`src/rtl/hack_rom_loader_pkg.sv`:
```
// Shared definitions for the Hack ROM boot loader: word width, default ROM geometry
// and the loader FSM state encoding.
package hack_rom_loader_pkg;

  localparam int unsigned HackWordW    = 16;
  localparam int unsigned DefaultAddrW = 15;
  localparam int unsigned DefaultDepth = 32768;

  typedef enum logic [2:0] {
    StLenHi  = 3'd0,
    StLenLo  = 3'd1,
    StDataHi = 3'd2,
    StDataLo = 3'd3,
    StCheck  = 3'd4,
    StHold   = 3'd5,
    StRun    = 3'd6,
    StError  = 3'd7
  } state_e;

  // States in which the loader consumes a stream byte.
  function automatic logic accepts_byte(input state_e s);
    return (s == StLenHi) || (s == StLenLo) || (s == StDataHi) ||
           (s == StDataLo) || (s == StCheck);
  endfunction

endpackage

```
`src/rtl/hack_rom_loader_assembler.sv`:
```
// Pairs HI/LO stream bytes into Hack words, issues one registered ROM write per word
// and keeps the running XOR checksum of all data bytes.
module hack_rom_loader_assembler
  import hack_rom_loader_pkg::*;
#(
  parameter int unsigned ADDR_W = DefaultAddrW
) (
  input  logic                 clock,
  input  logic                 reset,
  input  logic                 hi_fire,
  input  logic                 lo_fire,
  input  logic [7:0]           in_data,
  output logic                 rom_we,
  output logic [ADDR_W-1:0]    rom_addr,
  output logic [HackWordW-1:0] rom_wdata,
  output logic [7:0]           csum,
  output logic [ADDR_W:0]      word_cnt
);

  logic [7:0] hi_q;

  always_ff @(posedge clock) begin
    if (reset) begin
      hi_q      <= '0;
      rom_we    <= 1'b0;
      rom_addr  <= '0;
      rom_wdata <= '0;
      csum      <= '0;
      word_cnt  <= '0;
    end else begin
      rom_we <= lo_fire;
      if (hi_fire) begin
        hi_q <= in_data;
      end
      if (lo_fire) begin
        // word_cnt is one bit wider than the address so a full 2**ADDR_W image
        // can be counted without wrapping; the address uses the low bits.
        rom_addr  <= word_cnt[ADDR_W-1:0];
        rom_wdata <= {hi_q, in_data};
        word_cnt  <= word_cnt + 1'b1;
      end
      if (hi_fire || lo_fire) begin
        csum <= csum ^ in_data;
      end
    end
  end

endmodule

```
`src/rtl/hack_rom_loader.sv`:
```
// Boot loader ahead of the Hack instruction ROM: receives a length-prefixed, checksummed
// byte image, writes it from address 0 and holds the CPU in reset until it is verified.
module hack_rom_loader
  import hack_rom_loader_pkg::*;
#(
  parameter int unsigned ADDR_W     = DefaultAddrW,
  parameter int unsigned DEPTH      = DefaultDepth,
  parameter int unsigned RESET_HOLD = 4
) (
  input  logic                 clock,
  input  logic                 reset,
  input  logic                 in_valid,
  input  logic [7:0]           in_data,
  output logic                 in_ready,
  output logic                 rom_we,
  output logic [ADDR_W-1:0]    rom_addr,
  output logic [HackWordW-1:0] rom_wdata,
  output logic                 cpu_reset,
  output logic                 done,
  output logic                 error
);

  localparam int unsigned HoldW = $clog2(RESET_HOLD + 1) + 1;

  state_e           state_q, state_d;
  logic [7:0]       len_hi_q, len_hi_d;
  logic [15:0]      len_q, len_d;
  logic [HoldW-1:0] hold_q, hold_d;

  logic             fire;
  logic             hi_fire;
  logic             lo_fire;
  logic [15:0]      len_word;
  logic             last_word;
  logic [7:0]       csum;
  logic [ADDR_W:0]  word_cnt;

  hack_rom_loader_assembler #(
    .ADDR_W(ADDR_W)
  ) u_assembler (
    .clock    (clock),
    .reset    (reset),
    .hi_fire  (hi_fire),
    .lo_fire  (lo_fire),
    .in_data  (in_data),
    .rom_we   (rom_we),
    .rom_addr (rom_addr),
    .rom_wdata(rom_wdata),
    .csum     (csum),
    .word_cnt (word_cnt)
  );

  assign in_ready  = accepts_byte(state_q);
  assign fire      = in_valid & in_ready;
  assign len_word  = {len_hi_q, in_data};
  // word_cnt still holds the index of the word whose LO byte is arriving now.
  assign last_word = (32'(word_cnt) + 32'd1) == 32'(len_q);

  always_comb begin
    state_d  = state_q;
    len_hi_d = len_hi_q;
    len_d    = len_q;
    hold_d   = hold_q;
    hi_fire  = 1'b0;
    lo_fire  = 1'b0;
    unique case (state_q)
      StLenHi: begin
        if (fire) begin
          len_hi_d = in_data;
          state_d  = StLenLo;
        end
      end
      StLenLo: begin
        if (fire) begin
          len_d = len_word;
          if (len_word == 16'd0) begin
            state_d = StCheck;
          end else if (32'(len_word) > DEPTH) begin
            state_d = StError;
          end else begin
            state_d = StDataHi;
          end
        end
      end
      StDataHi: begin
        hi_fire = fire;
        if (fire) begin
          state_d = StDataLo;
        end
      end
      StDataLo: begin
        lo_fire = fire;
        if (fire) begin
          state_d = last_word ? StCheck : StDataHi;
        end
      end
      StCheck: begin
        hold_d = '0;
        if (fire) begin
          state_d = (in_data == csum) ? StHold : StError;
        end
      end
      StHold: begin
        // Stays RESET_HOLD+1 cycles so done rises RESET_HOLD+1 cycles after CSUM.
        if (hold_q == HoldW'(RESET_HOLD)) begin
          state_d = StRun;
        end else begin
          hold_d = hold_q + 1'b1;
        end
      end
      StRun:   state_d = StRun;
      StError: state_d = StError;
      default: state_d = StError;
    endcase
  end

  always_ff @(posedge clock) begin
    if (reset) begin
      state_q  <= StLenHi;
      len_hi_q <= '0;
      len_q    <= '0;
      hold_q   <= '0;
    end else begin
      state_q  <= state_d;
      len_hi_q <= len_hi_d;
      len_q    <= len_d;
      hold_q   <= hold_d;
    end
  end

  assign cpu_reset = (state_q != StRun);
  assign done      = (state_q == StRun);
  assign error     = (state_q == StError);

endmodule

```
`config.mk`:
```
export PLATFORM = sky130hd
export DESIGN_NAME = hack_rom_loader
export DESIGN_NICKNAME = d
export VERILOG_FILES = /design/src/rtl/hack_rom_loader_pkg.sv /design/src/rtl/hack_rom_loader_assembler.sv /design/src/rtl/hack_rom_loader.sv
export SDC_FILE = /design/constraint.sdc
export NUM_CORES = 1
export LEC_CHECK = 0
export BUFFER_PORTS_ARGS = -buffer_cell sky130_fd_sc_hd__buf_2
export CAP_MARGIN = 30
export CORE_ASPECT_RATIO = 0.75
export CORE_UTILIZATION = 45
export DETAILED_ROUTE_END_ITERATION = 8
export HOLD_SLACK_MARGIN = 0.02
export PLACE_DENSITY = 0.64
export SLEW_MARGIN = 20
export SYNTH_ARGS = -nofsm -noshare
export SYNTH_HDL_FRONTEND = slang
export SYNTH_SLANG_ARGS = --single-unit
```
`constraint.sdc`:
```
create_clock -name clock -period 1.7 [get_ports clock]
set_input_delay 0.255 -clock clock [delete_from_list [all_inputs] [get_ports clock]]
set_output_delay 0.255 -clock clock [all_outputs]
set_load 0.02 [all_outputs]
```
# --- Yosys cells after proc, flatten, opt, wreduce, memory -nomap -nowiden ---
# Index checks and enable logic that the tools add are counted.
op_classes:
  n_eq_ne: 18
  bitwise_logic: 2
  reduce_logical: 12
  n_addsub: 3
  magnitude_cmp: 1
  mux: 15
ops:
  columns: ["op", "n"]
  rows:
  - ["3-bit 2-to-1 mux", 9]
  - ["3-bit case mux with 8 select lines", 1]
  - ["16-bit by 1-bit adder with 17-bit output (second input constant)", 1]
  - ["17-bit by 16-bit equality test with 1-bit output", 1]
  - ["16-bit by 1-bit adder with 16-bit output (second input constant)", 1]
  - ["16-bit greater-than comparator (second input constant)", 1]
  - ["16-bit logical NOT", 1]
  - ["2-bit != test (second input constant)", 7]
  - ["3-bit equality test (second input constant)", 4]
  - ["8-bit equality test", 1]
  - ["4-bit case mux with 2 select lines", 1]
  - ["8-bit bitwise XOR", 1]
  - ["3-bit by 2-bit equality test with 1-bit output (second input constant)", 2]
  - ["2-bit AND reduction", 3]
  - ["6-bit AND reduction", 1]
  - ["1-bit logical OR", 5]
  - ["4-bit by 1-bit adder with 4-bit output (second input constant)", 1]
  - ["4-bit by 3-bit equality test with 1-bit output (second input constant)", 1]
  - ["4-bit 2-to-1 mux", 1]
  - ["3-bit by 1-bit equality test with 1-bit output (second input constant)", 1]
  - ["3-bit logical NOT", 1]
  - ["3-bit != test (second input constant)", 1]
  - ["1-bit 2-to-1 mux", 2]
  - ["2-bit 2-to-1 mux", 1]
  - ["other kinds (2)", 2]
word_totals:
  out_inout_bits: 36
  input_bits: 11
  regBits: 95

# --- Logic depth before layout (Yosys ltp) ---
# Gate-level depths: netlist of the first run.
logic_depth:
  depth_word: 8
  ltp_mapped: 8
  depth_no_buf: 8

# --- Cells and area by module ---
# From an unflattened synthesis of the first run, not the netlist that was laid out.
hier_totals:
  hier_cells: 514
  area_unflattened_um2: 4436.8
by_module_without_submodules:
  columns: ["module", "instances", "area_each_um2", "cells_per_inst"]
  rows:
  - ["hack_rom_loader_assembler", 1, 2396.0, 243]
  - ["hack_rom_loader", 1, 2040.7, 271]

# --- Least setup slack after synthesis of the first run ---
# Ideal clock, no wire load.
synth_path:
  kind: "reg-to-reg"
  startpoint: "register u_assembler.word_cnt[1]"
  endpoint: "register state_q[1]"
  stages_incl_launch_ff: 8
  arrival_time_ps: 1801
  synth_period_minus_slack_ps: 1917
  slack_ps: -217
  required_time_ps: 1584
  cell_sequence: "dfxtp_1 ha_1 nand3_2 nor4_1 o21ai_0 a22oi_1 nand4_1 a41o_1"
synth_via:
  elab_chain_cells: 5
synth_lines:
  columns: ["item", "line_no", "rtl"]
  rows:
  - ["start, declared", "hack_rom_loader_assembler.sv:17", "output logic [ADDR_W:0] word_cnt"]
  - ["start signal, assigned", "hack_rom_loader_assembler.sv:40", "word_cnt <= word_cnt + 1'b1;"]
  - ["16-bit by 1-bit adder with 17-bit output", "hack_rom_loader.sv:57", "assign last_word = (32'(word_cnt) + 32'd1) == 32'(len_q);"]
  - ["17-bit by 16-bit equality test with 1-bit output", "hack_rom_loader.sv:57", null]
  - ["3-bit 2-to-1 mux", "hack_rom_loader.sv:94", "state_d = last_word ? StCheck : StDataHi;"]
  - ["3-bit 2-to-1 mux", "hack_rom_loader.sv:93", "if (fire) begin"]
  - ["3-bit case mux with 8 select lines", "hack_rom_loader.sv:66", "unique case (state_q)"]
  - ["end signal, assigned", "hack_rom_loader.sv:119", "state_q <= StLenHi;"]
  - ["end signal, assigned", "hack_rom_loader.sv:124", "state_q <= state_d;"]
  - ["end, declared", "hack_rom_loader.sv:25", "state_e state_q, state_d;"]
# No other way between the ends. The select of a mux whose other input is x is not followed.
# A chain may end at the register's enable or synchronous reset.

# --- Worst setup path in the final report of the first run ---
layout_path:
  startpoint: "register u_assembler.word_cnt[1]"
  endpoint: "register state_q[2]"
# Same word-level chain as after synthesis.

==> results of run 1 <==
-- report_power, final --
part / switching [W] / leakage [nW] / internal (W)
sequential: 0.0000410 / 0.773 / 0.00227
combinational: 0.000205 / 1.23 / 0.000135
clock: 0.000852 / 0.144 / 0.00114
total: 0.00110 / 2.15 / 0.00354
-- worst reg2reg max path, stage by stage, from the launching register on --
cell and delay (ns):
dfxtp_4 0.38, ha_4 0.18, nand3_4 0.13, buf_4 0.18
o311a_1 0.31, a31oi_1 0.17, a21oi_1 0.06, nand4_1 0.16
buf_4 0.14, o21ai_2 0.04
-- final cells by class --
| class | instances | area, sq um |
|---|---|---|
| clock buffers | 11 | 233 |
| clock inverters | 5 | 57.6 |
| fillers | 858 | 3730 |
| inverters | 7 | 26.3 |
| multi-input cells | 411 | 2290 |
| flip-flops and latches | 95 | 1920 |
| well taps | 128 | 160 |
| repair buffers | 107 | 738 |
-- routing by layer --
layer	vias up	track usage, %	share of wire [%]	routed length, um
met1	1804	30.2	48	5030
met4	0	6.26	1.2	124
met5	-	0	0	0
met2	94	34.2	46	4800
li1	2000	-	-	-
met3	13	6.08	4.9	513
-- kinds of logic (layout without fill, tap and decap cells) --
logic type / after synthesis / count (layout) / synth area share [%]
AO/OA/AOI/OAI: 110 / 110 / 14.1
XOR/XNOR: 48 / 48 / 9.74
adder cells (fa/ha/maj): 3 / 3 / 0.870
buffers and inverters: 49 / 130 / 5.02
flip-flops: 95 / 95 / 44.1
multiplexers: 2 / 2 / 0.464
AND/OR/NAND/NOR: 248 / 248 / 25.7
-- through the flow --
step                worst slack (ns)  utilization (%)  setup TNS (ns)  total power [W]
CTS                           -0.155             58.7          -0.335          0.00468
finish                        -0.159             59.2          -0.284          0.00464
global route                  -0.262             59.2          -0.768          0.00482
global placement              -0.228             55.1          -0.450          0.00268
detailed placement            -0.247             55.1          -0.551          0.00269
floorplan                     0.0115                -               0          0.00257
-- flip-flops by register name, indices dropped and copies added (netlist names) --
signal and count:
len_q 16, u_assembler.rom_wdata 16, u_assembler.word_cnt 16, u_assembler.rom_addr 15, len_hi_q 8, u_assembler.csum 8, u_assembler.hi_q 8, hold_q 4
state_q 3, u_assembler.rom_we 1
-- what timing repair did --
action,CTS,global route
hold buffers,0,0
setup endpoints to repair,9,20
buffers inserted,1,2
pin swaps,8,6
gates resized for setup,14,13
-- synth_stat cells, types with 2 or more instances --
| cell type | count |
|---|---|
| inv_1 | 7 |
| dfxtp_1 | 95 |
| nor3b_1 | 2 |
| xor2_1 | 22 |
| o22ai_1 | 3 |
| or3_1 | 5 |
| nand3_1 | 8 |
| xnor2_1 | 26 |
| mux2i_1 | 2 |
| nand4_1 | 7 |
| nor3_1 | 7 |
| o21ai_0 | 14 |
| nand2b_1 | 2 |
| ha_1 | 3 |
| nor4_1 | 9 |
| nor2b_1 | 5 |
| a21o_1 | 3 |
| nor2_1 | 36 |
| or4_1 | 2 |
| a31oi_1 | 2 |
| a21oi_1 | 75 |
| a22oi_1 | 2 |
| clkbuf_1 | 25 |
| o211a_1 | 2 |
| buf_2 | 8 |
| buf_4 | 4 |
| and3_1 | 3 |
| nand2_1 | 154 |
| o21a_1 | 3 |
| buf_1 | 4 |
-- worst paths after layout --
kind | slack, ns | from | to | cells after the start
hold / removal | 0.21 | in_data[2] | len_hi_q[2] | 3
hold reg to reg | 0.45 | u_assembler.rom_addr[3] | u_assembler.rom_addr[3] | 2
setup reg to reg | -0.16 | u_assembler.word_cnt[1] | state_q[2] | 9
setup / recovery | -0.16 | u_assembler.word_cnt[1] | state_q[2] | 9
==> flow_metrics.env, run 1 <==
export IMPL_ys_dominant_reg_cell="dfxtp_1"
export IMPL_maxSlewViolCount=0
export IMPL_drt_pass1_iterations=4
export IMPL_synth_cell_types=45
export IMPL_synth_area_sq_um=4320
export IMPL_min_period_ns=1.86
export IMPL_dr_first_iter_drc_count=186
export IMPL_end_kind="flip-flop"
export IMPL_area_growth_pct=25.7
export IMPL_rows=30
export IMPL_remaining_drc_errors=0
export IMPL_first_global_vias=3498
export IMPL_status="complete, but fails checks"
export IMPL_fin_skew_ns=0.00841
export IMPL_yosysWarnings=0
export IMPL_grt_pass1_wl_um=17100
export IMPL_tightest_slew_ns=0.481
export IMPL_insertion_delay_ns=0.35
export IMPL_slowest_delay_ns=0.38
export IMPL_dieArea_sq_um=9990
export IMPL_stdcell_area_sq_um=5430
export IMPL_finalWirelength_um=10500
export IMPL_cpMostUsedCell="buf_4"
export IMPL_die_y_um=86.8
export IMPL_vdd_ir_drop_max_uv=621
export IMPL_num_antenna_cells=0
export IMPL_fin_ws_ns=-0.159
export IMPL_dieWidth_um=115
export IMPL_crit_buf_inv=2
export IMPL_setup_viol=3
export IMPL_layout_drive_gt1_share_pct=23.7
export IMPL_p_leak_nw=2.15
export IMPL_clock_sinks=95
export IMPL_fin_cells=764
export IMPL_hpwl_um=7490
export IMPL_globalplace_congestion=0.895
export IMPL_min_path_type="primary input to flip-flop"
export IMPL_grt_max_degree=59
export IMPL_gr_total_overflow=0
export IMPL_final_common_cell="nand2_1"
export IMPL_num_vias=3911
export IMPL_async_reset_ff_share_pct=0
export IMPL_ys_seq_area_share_pct=44.1
export IMPL_antenna_found_initial=0
export IMPL_crit_family="compound AO/OA/AOI/OAI gates"
export IMPL_placed_cell_area_sq_um=5040
export IMPL_max_freq_mhz=538
export IMPL_root_buffer="clkbuf_16"
export IMPL_htree_levels=3
export IMPL_cts_buffer_depth=2
export IMPL_crit_path_top_delay_cell="dfxtp_4"
export IMPL_start_util_pct=47.1
export IMPL_ant_nets=0
export IMPL_maxSlewHeadroom_pct=67.8
export IMPL_synth_edf_count=0
export IMPL_power_density_nw_per_um2=856
export IMPL_worstPathRequired_ns=1.94
export IMPL_syn_inst=555
export IMPL_period_share_pct=109
export IMPL_clkTransAtPathRegs_ns=0.06
export IMPL_arrival_ns=2.09
export IMPL_wl_per_cell_um=13.7
export IMPL_crit_chain="ha_4 -> nand3_4 -> buf_4 -> o311a_1 -> a31oi_1 -> a21oi_1 -> nand4_1 -> buf_4 -> o21ai_2"
export IMPL_io_pins=47
export IMPL_cts_tree="built"
export IMPL_cts_made_buffers=9
export IMPL_netlist_area_leader_share_pct=44.1
export IMPL_portBuffers=46
export IMPL_start_kind="flip-flop"
export IMPL_grt_use_total_pct=22.1
export IMPL_critPathKind="flip-flop to flip-flop"
export IMPL_core_sq_um=9160
export IMPL_viasPerCell=5.12
export IMPL_dp_cells=745
export IMPL_layout_common_cells="nand2_1 (152), dfxtp_1 (85), a21oi_1 (75)"
export IMPL_fin_nets=645
export IMPL_yosysTopAreaCell="dfxtp_1"
export IMPL_yosys_top_cells_area="dfxtp_1 (44%), nand2_1 (13%), a21oi_1 (8.7%)"
export IMPL_violations="setup timing"
export IMPL_path_max_fanout=6
export IMPL_syn_area_per_cell_sq_um=7.78
export IMPL_synth_seq_cells=95
export IMPL_maxCapViolCount=0
export IMPL_hold_viol=0
export IMPL_rsz0062_at_grt="true"
export IMPL_holdWs_ns=0.211
export IMPL_synth_nets=569
(Power assumes the default switching activity.)
==> run 2, diff against run 1 <==
- TNS_END_PERCENT: default -> 20
==> run 2 against run 1 <==
Against the previous run: the flow still finishes with violations (setup timing); routed wire length fell by 0.59%; flip-flop and latch count did not move; combinational power barely moved; die area did not move; critical path depth fell by 2; cell count fell by 0.26%; maximum frequency rose by 2.4%; register-to-register slack improved by 0.04 ns; via count rose by 0.13%; clock skew rose by 0.00064 ns; first-iteration DRC count fell by 3.2%; largest power group unchanged.
==> flow_metrics.env, run 2 (synthesis results as in run 1) <==
export IMPL_status="complete, but fails checks"
export IMPL_violations="setup timing"
export IMPL_ant_nets=0
export IMPL_clock_sinks=95
export IMPL_clkTransAtPathRegs_ns=0.07
export IMPL_globalRouteMet1Util_pct=30.1
export IMPL_fin_setup_tns_ns=-0.205
export IMPL_max_freq_mhz=551
export IMPL_insertion_delay_ns=0.35
export IMPL_gr_total_overflow=0
export IMPL_htree_levels=3
export IMPL_finalWirelength_um=10400
export IMPL_viasPerCell=5.14
export IMPL_cts_made_buffers=9
export IMPL_period_share_pct=107
export IMPL_remaining_drc_errors=0
export IMPL_fin_cells=762
export IMPL_core_sq_um=9160
export IMPL_area_growth_pct=25.1
export IMPL_antenna_found_initial=0
export IMPL_rows=30
export IMPL_p_leak_nw=2.14
export IMPL_min_period_ns=1.82
export IMPL_busiest_layer="met2"
export IMPL_placed_cell_area_sq_um=5040
export IMPL_globalplace_congestion=0.895
export IMPL_stdcell_area_sq_um=5400
export IMPL_worstPathRequired_ns=1.95
export IMPL_root_buffer="clkbuf_16"
export IMPL_rsz0062_at_grt="true"
export IMPL_cts_buffer_depth=2
export IMPL_tightest_slew_ns=0.493
export IMPL_final_util_pct=59.0
export IMPL_first_global_vias=3495
export IMPL_num_antenna_cells=0
export IMPL_maxSlewHeadroom_pct=67.1
export IMPL_arrival_ns=2.06
export IMPL_wl_per_cell_um=13.6
export IMPL_power_density_nw_per_um2=858
export IMPL_hpwl_um=7490
export IMPL_fin_ws_ns=-0.115
export IMPL_use_met2_pct=34.2
export IMPL_grt_pass1_wl_um=17100
export IMPL_setup_viol=2
export IMPL_critPathKind="flip-flop to flip-flop"
export IMPL_start_kind="flip-flop"
export IMPL_fin_skew_ns=0.00905
export IMPL_path_max_fanout=3
export IMPL_die_y_um=86.8
export IMPL_maxSlewViolCount=0
export IMPL_num_vias=3916
export IMPL_layout_common_cells="nand2_1 (152), dfxtp_1 (86), a21oi_1 (75)"
export IMPL_final_common_cell="nand2_1"
export IMPL_reg_top3="len_q x16, u_assembler.rom_wdata x16, u_assembler.word_cnt x16"
export IMPL_use_met3_pct=6.08
export IMPL_layout_drive_gt1_share_pct=22.9
export IMPL_grt_use_total_pct=22.1
export IMPL_holdBufCountCts=0
export IMPL_dr_first_iter_drc_count=180
export IMPL_cts_tree="built"
export IMPL_grt_max_degree=59
export IMPL_dp_cells=745
export IMPL_dieWidth_um=115
export IMPL_min_path_type="primary input to flip-flop"
export IMPL_hold_viol=0
export IMPL_io_pins=47
export IMPL_start_util_pct=47.1
export IMPL_portBuffers=46
export IMPL_end_kind="flip-flop"
export IMPL_drt_pass1_iterations=4
export IMPL_maxCapViolCount=0
export IMPL_vdd_ir_drop_max_uv=620
export IMPL_fin_nets=643
export IMPL_dieArea_sq_um=9990
[run 2: where the power goes]
group,internal [W],switching (W),total [W]
Combinational,0.000133,0.000204,0.000337
Sequential,0.00227,0.0000408,0.00231
Clock,0.00114,0.000844,0.00199
[run 2: critical path: stages, from the launching register on]
cell and delay, ns:
dfxtp_4 0.36, ha_4 0.28, xnor2_2 0.10, o211a_1 0.17, o2111ai_2 0.12, nor4_2 0.24
nand4_1 0.18, a41o_1 0.26
[run 2: layout make-up]
class / instances / area [sq um]
inverters: 7 / 26.3
fillers: 857 / 3760
clock buffers: 11 / 233
well taps: 128 / 160
clock inverters: 5 / 57.6
flip-flops and latches: 95 / 1920
repair buffers: 105 / 723
multi-input cells: 411 / 2280
[run 2: metal layers]
metal | up-vias | share of wire (%)
li1 | 2000 | -
met1 | 1819 | 48
met2 | 86 | 46
met3 | 11 | 5.0
met4 | 0 | 1.1
met5 | - | 0
[run 2: repair_timing]
item | in CTS | in global routing
buffers inserted | 0 | 1
pin swaps | 7 | 3
gates resized for setup | 13 | 9
endpoints found under the setup margin | 9 | 20
[run 2: final timing paths]
| path | startpoint | to | slack, ns | depth (start not counted) |
|---|---|---|---|---|
| max | u_assembler.word_cnt[1] | state_q[1] | -0.12 | 7 |
| min | in_data[2] | len_hi_q[2] | 0.21 | 3 |
| max reg2reg | u_assembler.word_cnt[1] | state_q[1] | -0.12 | 7 |
| min reg2reg | u_assembler.rom_addr[3] | u_assembler.rom_addr[3] | 0.45 | 2 |
[run 2: through the flow]
| stage | hold WS (ns) | worst slack (ns) | power (W) |
|---|---|---|---|
| floorplan | 0.432 | 0.0115 | 0.00257 |
| global placement | 0.439 | -0.228 | 0.00268 |
| detailed placement | 0.443 | -0.247 | 0.00269 |
| CTS | 0.202 | -0.159 | 0.00467 |
| global route | 0.219 | -0.247 | 0.00482 |
| finish | 0.208 | -0.115 | 0.00463 |
==> run 3, diff against run 2 <==
- PLACE_DENSITY: 0.64 -> default
- PLACE_DENSITY_LB_ADDON: default -> 0.3
==> run 3 against run 2 <==
Against the previous run: the run still ends with setup timing left; flip-flop and latch count stayed put; first-iteration DRC count rose by 47%; critical path depth rose by 1; routed wire length decreased by 0.45%; via count grew 0.33%; sequential share of layout area fell by 0.13 points; utilization up 0.45 points.
==> flow_metrics.env, run 3 (synthesis results as in run 1) <==
export IMPL_fin_cells=764
export IMPL_tightest_slew_ns=0.339
export IMPL_globalplace_congestion=0.857
export IMPL_rsz0062_at_grt="true"
export IMPL_slowest_delay_ns=0.39
export IMPL_dr_first_iter_drc_count=265
export IMPL_cts_made_buffers=9
export IMPL_insertion_delay_ns=0.35
export IMPL_p_leak_nw=2.16
export IMPL_layout_drive_gt1_share_pct=23.4
export IMPL_power_total_w=0.00472
export IMPL_remaining_drc_errors=0
export IMPL_first_global_vias=3480
export IMPL_num_antenna_cells=0
export IMPL_rows=30
export IMPL_wl_per_cell_um=13.6
export IMPL_holdBufCountCts=0
export IMPL_maxCapViolCount=0
export IMPL_portBuffers=46
export IMPL_max_freq_mhz=542
export IMPL_crit_chain="buf_4 -> buf_4 -> nand2_2 -> nor2_1 -> or4_1 -> a31oi_1 -> nand4_1 -> a41o_1"
export IMPL_crit_path_top_delay_cell="or4_1"
export IMPL_fin_nets=645
export IMPL_gr_total_overflow=0
export IMPL_critPathKind="flip-flop to flip-flop"
export IMPL_post_place_ws_ns=-0.229
export IMPL_num_vias=3929
export IMPL_antenna_found_initial=0
export IMPL_maxSlewHeadroom_pct=77.2
export IMPL_path_max_fanout=5
export IMPL_crit_buf_inv=2
export IMPL_status="complete, but fails checks"
export IMPL_hpwl_um=7410
export IMPL_core_sq_um=9160
export IMPL_htree_levels=3
export IMPL_worstPathRequired_ns=1.94
export IMPL_hold_viol=0
export IMPL_die_y_um=86.8
export IMPL_final_util_pct=59.4
export IMPL_end_kind="flip-flop"
export IMPL_arrival_ns=2.09
export IMPL_crit_family="simple AND/OR/NAND/NOR gates"
export IMPL_start_kind="flip-flop"
export IMPL_clkTransAtPathRegs_ns=0.07
export IMPL_reg_top3="len_q x16, u_assembler.rom_wdata x16, u_assembler.word_cnt x16"
export IMPL_period_share_pct=109
export IMPL_fin_ws_ns=-0.145
export IMPL_vdd_ir_drop_max_uv=680
export IMPL_met1_length_um=5030
export IMPL_min_path_type="primary input to flip-flop"
export IMPL_drt_pass1_iterations=4
export IMPL_min_period_ns=1.85
export IMPL_start_util_pct=47.1
export IMPL_fin_skew_ns=0.00804
export IMPL_grt_max_degree=57
export IMPL_power_density_nw_per_um2=867
export IMPL_clock_sinks=95
export IMPL_dp_cells=743
export IMPL_final_common_cell="nand2_1"
export IMPL_viasPerCell=5.14
export IMPL_cts_buffer_depth=2
export IMPL_area_growth_pct=26.1
export IMPL_violations="setup timing"
export IMPL_grt_pass1_wl_um=16800
export IMPL_grt_use_total_pct=21.7
export IMPL_wl_met2_um=4750
export IMPL_dieArea_sq_um=9990
export IMPL_root_buffer="clkbuf_16"
export IMPL_io_pins=47
export IMPL_dieWidth_um=115
export IMPL_ant_nets=0
export IMPL_finalWirelength_um=10400
export IMPL_maxSlewViolCount=0
export IMPL_met3_length_um=458
export IMPL_cpMostUsedCell="buf_4"
export IMPL_top_layer="met4"
export IMPL_cts_tree="built"
export IMPL_layout_common_cells="nand2_1 (151), dfxtp_1 (86), a21oi_1 (75)"
export IMPL_setup_viol=4
==> run 3: worst paths after layout <==
kind                                               from                 endpoint  slack, ns  cells after the start
worst min-delay path                         in_data[3]              len_hi_q[3]       0.19                      3
worst max register to register  u_assembler.word_cnt[4]               state_q[1]      -0.15                      8
worst min register to register  u_assembler.rom_addr[0]  u_assembler.rom_addr[0]       0.45                      2
worst max-delay path            u_assembler.word_cnt[4]               state_q[1]      -0.15                      8
==> run 3: worst reg2reg max path, delay by kind of cell (launching register included) <==
kind / cells / cell delay, ns
buffers and inverters: 2 / 0.29
DFF: 1 / 0.35
AOI/OAI and AO/OA: 2 / 0.41
and+or+nand+nor: 4 / 0.69
==> run 3: timing repair <==
item,CTS,global route
pin swaps,6,4
gates resized for setup,13,16
setup endpoints to repair,8,19
buffers inserted,3,2
==> run 3: metrics by stage <==
step	TNS, ns	hold WS, ns	instance area [sq um]
final	-0.289	0.190	5440
after global routing	-0.751	0.196	5440
after CTS	-0.289	0.178	5380
after detailed placement	-0.570	0.444	5020
after global placement	-0.300	0.440	5020
after floorplan	0	0.432	4360
==> run 3: cell type report <==
| class | count | area [sq um] |
|---|---|---|
| Fill cell | 825 | 3720 |
| Clock buffer | 10 | 229 |
| Timing Repair Buffer | 107 | 733 |
| Tap cell | 128 | 160 |
| Sequential cell | 95 | 1930 |
| Clock inverter | 6 | 77.6 |
| Inverter | 7 | 26.3 |
| Multi-Input combinational cell | 411 | 2290 |
==> run 3: power by group <==
| part | internal, W | switching, W | leakage (nW) |
|---|---|---|---|
| Combinational | 0.000130 | 0.000202 | 1.24 |
| Clock | 0.00117 | 0.000918 | 0.147 |
| Sequential | 0.00226 | 0.0000412 | 0.774 |
==> run 3: layer usage <==
layer | vias up | global-route usage, %
met5 | - | 0
met4 | 0 | 5.79
met1 | 1828 | 29.3
met2 | 87 | 34.6
met3 | 14 | 5.31
li1 | 2000 | -
